==> src/rtl/scan_frame_ctrl.sv <==
// Frame controller: accepts words over valid/ready, serializes them gap-free
// into a 1011 Moore detector, clears the detector at frame start and counts
// detector hits per frame with a saturating counter.
// Optional build macro: SCAN_IRQ_EN adds a sticky irq output with irq_clr input.
module scan_frame_ctrl #(
  parameter int unsigned WORD_W = 8,
  parameter int unsigned CNT_W  = 8
) (
  input  logic              clock,
  input  logic              reset_n,
  input  logic              in_valid,
  output logic              in_ready,
  input  logic [WORD_W-1:0] in_data,
  input  logic              in_last,
  input  logic              cfg_lsb_first,
  output logic              det_reset,
  output logic              det_bit,
  input  logic              det_hit,
  output logic [CNT_W-1:0]  hit_count,
  output logic              frame_done,
  output logic              frame_err,
  output logic              busy
`ifdef SCAN_IRQ_EN
  ,
  output logic              irq,
  input  logic              irq_clr
`endif
);

  localparam int unsigned IDX_W = (WORD_W > 2) ? $clog2(WORD_W) : 1;
  localparam logic [IDX_W-1:0] LAST_IDX = IDX_W'(WORD_W - 1);

  typedef enum logic [2:0] {
    IDLE  = 3'd0,
    CLR   = 3'd1,
    SHIFT = 3'd2,
    DRAIN = 3'd3,
    DONE  = 3'd4
  } state_t;

  state_t            state_q;
  state_t            state_d;
  logic [WORD_W-1:0] sreg_q;
  logic [IDX_W-1:0]  bit_idx_q;
  logic              last_q;
  logic              order_q;
  logic              bit_vld_q;
  logic              at_end;
  logic              accept;
  logic              underrun;

  // First bit of a word in the selected order
  function automatic logic first_bit(input logic [WORD_W-1:0] w, input logic lsb);
    return lsb ? w[0] : w[WORD_W-1];
  endfunction

  // Word with its first bit consumed
  function automatic logic [WORD_W-1:0] shift_word(input logic [WORD_W-1:0] w, input logic lsb);
    return lsb ? {1'b0, w[WORD_W-1:1]} : {w[WORD_W-2:0], 1'b0};
  endfunction

  assign at_end   = (bit_idx_q == LAST_IDX);
  // Ready decodes from registered state only
  assign in_ready = (state_q == CLR) || ((state_q == SHIFT) && at_end && !last_q);
  assign busy     = (state_q != IDLE);

  // State register
  always_ff @(posedge clock or negedge reset_n) begin
    if (!reset_n) state_q <= IDLE;
    else          state_q <= state_d;
  end

  // Next-state decode, word acceptance and underrun detection
  always_comb begin
    state_d  = state_q;
    accept   = 1'b0;
    underrun = 1'b0;
    case (state_q)
      IDLE: begin
        if (in_valid) state_d = CLR;
      end
      CLR: begin
        if (in_valid) begin
          accept  = 1'b1;
          state_d = SHIFT;
        end else begin
          state_d = IDLE;
        end
      end
      SHIFT: begin
        if (at_end) begin
          if (last_q) begin
            state_d = DRAIN;
          end else if (in_valid) begin
            accept  = 1'b1;
            state_d = SHIFT;
          end else begin
            underrun = 1'b1;
            state_d  = DONE;
          end
        end
      end
      DRAIN:   state_d = DONE;
      DONE:    state_d = IDLE;
      default: state_d = IDLE;
    endcase
  end

  // Serializer, detector control and frame status flops
  always_ff @(posedge clock or negedge reset_n) begin
    if (!reset_n) begin
      sreg_q     <= '0;
      bit_idx_q  <= '0;
      last_q     <= 1'b0;
      order_q    <= 1'b0;
      bit_vld_q  <= 1'b0;
      det_reset  <= 1'b1;
      det_bit    <= 1'b0;
      frame_done <= 1'b0;
      frame_err  <= 1'b0;
    end else begin
      det_reset  <= (state_d == CLR);
      frame_done <= (state_d == DONE);
      frame_err  <= underrun;
      bit_vld_q  <= (state_q == SHIFT);
      if (accept) begin
        order_q   <= cfg_lsb_first;
        last_q    <= in_last;
        det_bit   <= first_bit(in_data, cfg_lsb_first);
        sreg_q    <= shift_word(in_data, cfg_lsb_first);
        bit_idx_q <= '0;
      end else if ((state_q == SHIFT) && (state_d == SHIFT)) begin
        det_bit   <= first_bit(sreg_q, order_q);
        sreg_q    <= shift_word(sreg_q, order_q);
        bit_idx_q <= bit_idx_q + IDX_W'(1);
      end else begin
        det_bit   <= 1'b0;
      end
    end
  end

  // Saturating per-frame hit counter; held until next frame start
  always_ff @(posedge clock or negedge reset_n) begin
    if (!reset_n) begin
      hit_count <= '0;
    end else if (state_q == CLR) begin
      hit_count <= '0;
    end else if (bit_vld_q && det_hit && (hit_count != {CNT_W{1'b1}})) begin
      hit_count <= hit_count + CNT_W'(1);
    end
  end

`ifdef SCAN_IRQ_EN
  // Sticky interrupt; set wins over a coincident clear
  always_ff @(posedge clock or negedge reset_n) begin
    if (!reset_n) begin
      irq <= 1'b0;
    end else if ((state_q == DONE) && ((hit_count != '0) || frame_err)) begin
      irq <= 1'b1;
    end else if (irq_clr) begin
      irq <= 1'b0;
    end
  end
`endif

endmodule
==> config.mk <==
export PLATFORM = sky130hd
export DESIGN_NAME = scan_frame_ctrl
export DESIGN_NICKNAME = d
export VERILOG_FILES = /design/src/rtl/scan_frame_ctrl.sv
export SDC_FILE = /design/constraint.sdc
export NUM_CORES = 1
export LEC_CHECK = 0
export BUFFER_PORTS_ARGS = -buffer_cell sky130_fd_sc_hd__buf_2
export CORE_ASPECT_RATIO = 0.75
export CORE_MARGIN = 1.5
export CORE_UTILIZATION = 45
export DETAILED_ROUTE_END_ITERATION = 6
export GPL_TIMING_DRIVEN = 0
export PLACE_DENSITY_LB_ADDON = 0.15
export SKIP_CTS_REPAIR_TIMING = 1
export SLEW_MARGIN = 10
export SYNTH_ARGS = -nofsm -noshare
export SYNTH_HDL_FRONTEND = slang
export SYNTH_SLANG_ARGS = --single-unit
==> constraint.sdc <==
create_clock -name clock -period 2.6 [get_ports clock]
set_clock_uncertainty 0.05 [all_clocks]
set_input_delay 0.26 -clock clock [delete_from_list [all_inputs] [get_ports clock]]
set_output_delay 0.26 -clock clock [all_outputs]
set_load 0.01 [all_outputs]
==> impl_results.md, run 1 <==
* Combinational power share at 35.0%
* Syn-to-layout area delta at 20.18%
* Flop-to-flop setup slack at 590 ps
* Top Ports at 28
* Leakage Power at 0.0008779 uW
* Clk_lat worst skew at 290 ps
* Area taken by flip-flops and latches at 726.9 sq um
* First-pass GRT wire length at approximately 5.5 mm
* Die Height at between 50 and 60 um
* Synth Register Bits at 29
* H-tree levels at 2
* Final wirelength at 3.220 mm
* Slew margin rel. at 52.11%
* Sw Share at 34.10%
* Crit path kind: flop to flop
* Sequential share of power at 38.5%
* Mapped Nets at 153
* Crit. End Element: flop
* Antenna-violating nets left at 0
* Cell Area, Synth at ~1500 sq um
* Worst vdd ir at 0.5537 mV
* Yosys warning total at 0
* GP Congestion at 0.8172
* WL per Instance at ~15 um
* Die X at about 70 um
* Power Internal at 1211 uW
* Min Tclk post-route at 2012 ps
* Clock transition at path regs at 70 ps
* Maximum fanout along the worst path at 10
* Yosys cell types at 39
* Post-synthesis sequential area ratio at 48.26%
* Worst path slowest cell: dfrtp_1
* Vias per Instance at 5.646
* DRT iter0 DRCs at 70
* Hold path startpoint: in_last
* Worst Hold Depth at 2
* Crit path DAT at 2130 ps
* Syn Inst Count at 136
* CTS tree: built
* Most used cell, CP: ha_1
* Slowest stage delay, CP at approximately 360 ps
* Top cell type's share of synthesized area at between 40% and 50%
* RSZ-0062 raised after global routing: no
* Most area-hungry cell type in the Yosys netlist: dfrtp_1
* Initial antenna violation count at 0
* Final setup fails at 0
* GRT Util Overall at 20.01%
* Sum of negative setup slack at 0 ps
* Period utilization at 77.39%
* Most common cell after layout, fill and taps aside: dfrtp_1
* Die Area at 3707 sq um
* Core area at 3063 sq um
* Cell chain of the critical path: ha_1 -> ha_1 -> nand4bb_1 -> a211oi_2 -> buf_4 -> mux2_1
* Max_cap viols at 0
* Footprint of the multi-input gates at 725.7 sq um
* Final-report max-slew violation count at 0
* GRT overflow at 0
* Pwr Total at 1837 uW
* Pre-antenna DRT Iters at 4
* Minimum hold slack at 146.2 ps
* Crit start category: flop
* Reg-to-reg startpoint: bit_idx_q[0]
* Synthesized area per cell at around 11 sq um
* Largest net degree at the start of global routing at 30
* R2R cell count at 6
* CTS buffer count at 5
* Ranking of synthesized cells by area: dfrtp_1 (47%), mux2i_1 (8.6%), nor2_1 (4.2%)
* FMAX at a little under 500 MHz
* Final-stage net count at 187
* Vias at about 1200
* Hold Path Sink: last_q
* Data required time of the worst path at about 2700 ps
* ANT cells at 0
* Pwr/cell area at just over 1000 nW/um^2
* Max Root-Sink Buffers at 2
* HP Class: primary input to flop
* CTS root buf: clkbuf_8
* Status: finished clean
* Port Buffers at 26
* Vias in the first global route at 1145
* Fin. Hold Viols at 0
* Starting Density at 49.18%
* Clk pwr share at 26.5%
* Sw Pwr at between 600 and 700 uW
* Fill cell count at ~290
* Slew at the pin with the worst max-slew slack at 715.8 ps
* Worst reg2reg endpoint: last_q
* Leading cell types in the layout, fill and taps excluded: dfrtp_1 (28), buf_2 (27), nor2_1 (17)
* Post-DP HPWL at 2.288 mm
* Layout cells sized above 1 at 26.90%
* Clock Sinks at 29
* Remaining DRCs at 0
* Core Rows at 17
==> worst max-delay path by stage <==
stage	start	to	slack (ps)	depth (start not counted)
floorplan	bit_idx_q[0]	order_q	820	6
global placement	bit_idx_q[0]	last_q	650	6
detailed placement	bit_idx_q[0]	last_q	630	6
CTS	bit_idx_q[0]	last_q	580	6
global route	bit_idx_q[1]	last_q	440	6
finish	bit_idx_q[0]	last_q	590	6
==> power groups by stage <==
stage	clock [uW]	sequential (uW)	combinational, uW
detailed placement	0	709	647
CTS	498	704	646
floorplan	0	687	476
finish	486	707	643
global route	518	723	717
global placement	0	703	619
==> cell usage after synthesis <==
library cell,count
mux2_1,3
inv_1,7
o21bai_1,1
or2_1,1
nand4bb_1,1
a21oi_1,4
nor2_1,17
buf_1,1
inv_2,1
nor3b_1,2
a31o_2,1
ha_1,3
buf_4,1
and3_1,1
a22o_1,2
or3_1,1
mux2i_1,13
nand2b_1,5
a222oi_1,4
a2111oi_2,1
o41ai_1,1
dfstp_2,1
clkbuf_1,2
dfrtp_1,28
and4_1,1
o22ai_1,1
nor4b_2,1
nand3_1,3
nor2b_1,3
a221o_1,3
xnor2_1,5
a211oi_1,3
or4_1,1
mux2_2,4
nor3_1,1
a211oi_2,2
nand2_1,4
buf_2,1
and3b_1,1
==> sequential cells by signal, indices dropped and copies added (netlist names) <==
name	flops
bit_idx_q	3
bit_vld_q	1
det_bit	1
det_reset	1
frame_done	1
frame_err	1
hit_count	8
last_q	1
order_q	1
sreg_q	8
state_q	3
==> metal layers <==
layer	share of wire, %	vias up	track usage, %
li1	-	563	-
met1	50	580	26.02
met2	43	31	28.89
met3	5.9	6	9.333
met4	1.3	0	8.013
met5	0	-	0
==> through the flow <==
| step | cell area, sq um | util (%) | instances | worst slack (ps) |
|---|---|---|---|---|
| 2_1_floorplan | 1506 | - | 136 | 819.1 |
| 3_3_place_gp | 1684 | 54.98 | 200 | 651.6 |
| 3_5_place_dp | 1684 | 54.98 | 200 | 625.3 |
| 4_1_cts | 1800 | 58.78 | 208 | 579.7 |
| 5_1_grt | 1810 | 59.11 | 209 | 438.5 |
| 6_report | 1810 | 59.11 | 209 | 587.7 |
==> logic make-up after synthesis <==
family,count (synthesis),share of synthesized area [%]
compound gates,23,13.37
buf+inv,13,3.571
xor+xnor,5,2.907
fa+ha+maj,3,2.492
simple gates,43,15.53
mux,20,13.87
flops,29,48.26
==> worst max-delay path: cells and delay by family, from the launching register on <==
family                   cells  cell delay [ps]
flip-flops                   1              360
buffers and inverters        1              240
AO/OA/AOI/OAI                1              340
adder cells (fa/ha/maj)      2              430
AND/OR/NAND/NOR              1              150
multiplexers                 1              330
==> area by class of cell <==
| type | instances | share of cell area [%] |
|---|---|---|
| Timing Repair Buffer | 27 | 7.740 |
| Inverter | 8 | 1.659 |
| Tap cell | 38 | 2.626 |
| Clock buffer | 7 | 4.768 |
| Multi-Input combinational cell | 94 | 40.08 |
| Clock inverter | 1 | 1.659 |
| Buffer | 5 | 1.313 |
| Sequential cell | 29 | 40.15 |
(Power assumes the default switching activity.)
==> run 2: changes to the inputs <==
==> constraint.sdc (replaced) <==
create_clock -name clock -period 2 [get_ports clock]
set_clock_uncertainty 0.05 [all_clocks]
set_input_delay 0.2 -clock clock [delete_from_list [all_inputs] [get_ports clock]]
set_output_delay 0.2 -clock clock [all_outputs]
set_load 0.01 [all_outputs]
==> impl_results.md, run 2 (synthesis gave the netlist of run 1 again) <==
* Status: finished clean
* Fin. Hold Viols at 0
* Final-report max-slew violation count at 0
* Finished Cell Area at 1821 sq um
* Vias per Instance at 5.590
* Crit path kind: flop to flop
* H-tree levels at 2
* Met1 capacity usage during global routing at 26.02%
* Antenna-violating nets left at 0
* Fill cell count at 288
* Met3 usage at 9.333%
* Initial antenna violation count at 0
* First-pass GRT wire length at 5.451 mm
* Footprint of the multi-input gates at 728.2 sq um
* Final setup fails at 0
* Post-DP HPWL at roughly 2.3 mm
* GP Congestion at 0.8172
* Dpl ws at 25.27 ps
* Starting Density at roughly 49%
* Layout cells sized above 1 at 27.91%
* Max_cap viols at 0
* Syn-to-layout area delta at 20.85%
* Clock Sinks at 29
* Worst vdd ir at 0.7288 mV
* DRT iter0 DRCs at 67
* Port Buffers at 26
* Flop-to-flop setup slack at roughly 140 ps
* Max Root-Sink Buffers at 2
* Crit. End Element: flop
* Pwr/cell area at 1317 nW/um^2
* RSZ-0062 raised after global routing: no
* Leakage Power at between 0.0008 and 0.0009 uW
* HP Class: primary input to flop
* GR Layer Usage met2 at 28.89%
* Data required time of the worst path at 2120 ps
* CTS root buf: clkbuf_8
* GRT overflow at 0
* Vias at 1174
* CTS buffer count at 5
* Die X at roughly 70 um
* FMAX at 539.0 MHz
* Largest net degree at the start of global routing at 30
* Core Rows at 17
* ANT cells at 0
* GRT Util Overall at 20.01%
* Grt peak-use layer: met2
* Top Ports at 28
* WL per Instance at 15.33 um
* Die Height at 53.11 um
* R2R cell count at 6
* Slew at the pin with the worst max-slew slack at 707.3 ps
* Minimum hold slack at 82.99 ps
* Die Area at 3707 sq um
* Final wirelength at roughly 3.2 mm
* Slew margin rel. at a little over half
* Clk_lat worst skew at 290 ps
* Area taken by flip-flops and latches at 726.9 sq um
* Largest registers: hit_count x8, sreg_q x8
* Placed inst area at roughly 1700 sq um
* Period utilization at between 90% and 100%
* Crit start category: flop
* Crit path DAT at 1980 ps
* Maximum fanout along the worst path at 10
* Pre-antenna DRT Iters at 4
* Sum of negative setup slack at 0 ps
* Min Tclk post-route at 1855 ps
* CTS tree: built
* Most common cell after layout, fill and taps aside: dfrtp_1
* Final worst setup slack at 144.8 ps
* Core area at 3063 sq um
* Worst Hold Depth at 2
* Leading cell types in the layout, fill and taps excluded: dfrtp_1 (28), buf_2 (27), nor2_1 (17)
* Vias in the first global route at 1145
* Remaining DRCs at 0
* Clock transition at path regs at 70 ps
* Final-stage net count at 188
## run 2: cell types whose count changed in the layout (fill, tap and decap cells not counted), sizes merged
cell	before	now
buf	29	30
## run 2: final timing paths
| kind | startpoint | endpoint |
|---|---|---|
| worst max-delay path | bit_idx_q[0] | last_q |
| worst min-delay path | in_last | last_q |
| worst max register to register | bit_idx_q[0] | last_q |
| worst min register to register | bit_idx_q[1] | bit_idx_q[1] |
| max in group asynchronous | reset_n | state_q[2] |
| min in group asynchronous | reset_n | hit_count[7] |
## run 2: power by group
part | switching (uW) | leakage, uW | internal, uW | total, uW
clock | 230 | 0.0000585 | 406 | 636
sequential | 144 | 0.000373 | 774 | 918
combinational | 443 | 0.000449 | 401 | 844
## run 2: layout make-up
type / count / share of cell area, %
clock inverter: 1 / 1.649
multi-input combinational: 94 / 40.00
clock buffer: 7 / 4.742
tap: 38 / 2.612
buffer: 5 / 1.306
inverter: 8 / 1.649
sequential: 29 / 39.93
timing repair buffer: 28 / 8.110
## run 2: worst max-delay path: stages (launching register included)
cell,delay [ps]
dfrtp_1,360
ha_1,160
ha_2,230
nand4bb_1,130
a211oi_2,240
buf_4,220
mux2_1,330
## run 2: layer usage
layer | routed length, um | part of all wire (%)
met5 | 0 | 0
met2 | 1392 | 43
met1 | 1622 | 50
met3 | 162 | 5.0
met4 | 41 | 1.3
## run 2: metrics by stage
step           std cells  total power, uW  util (%)
2_1_floorplan        136             1512         -
6_report             210             2398     59.44
5_1_grt              210             2554     59.44
4_1_cts              208             2403     58.78
3_3_place_gp         200             1719     54.98
3_5_place_dp         200             1763     54.98
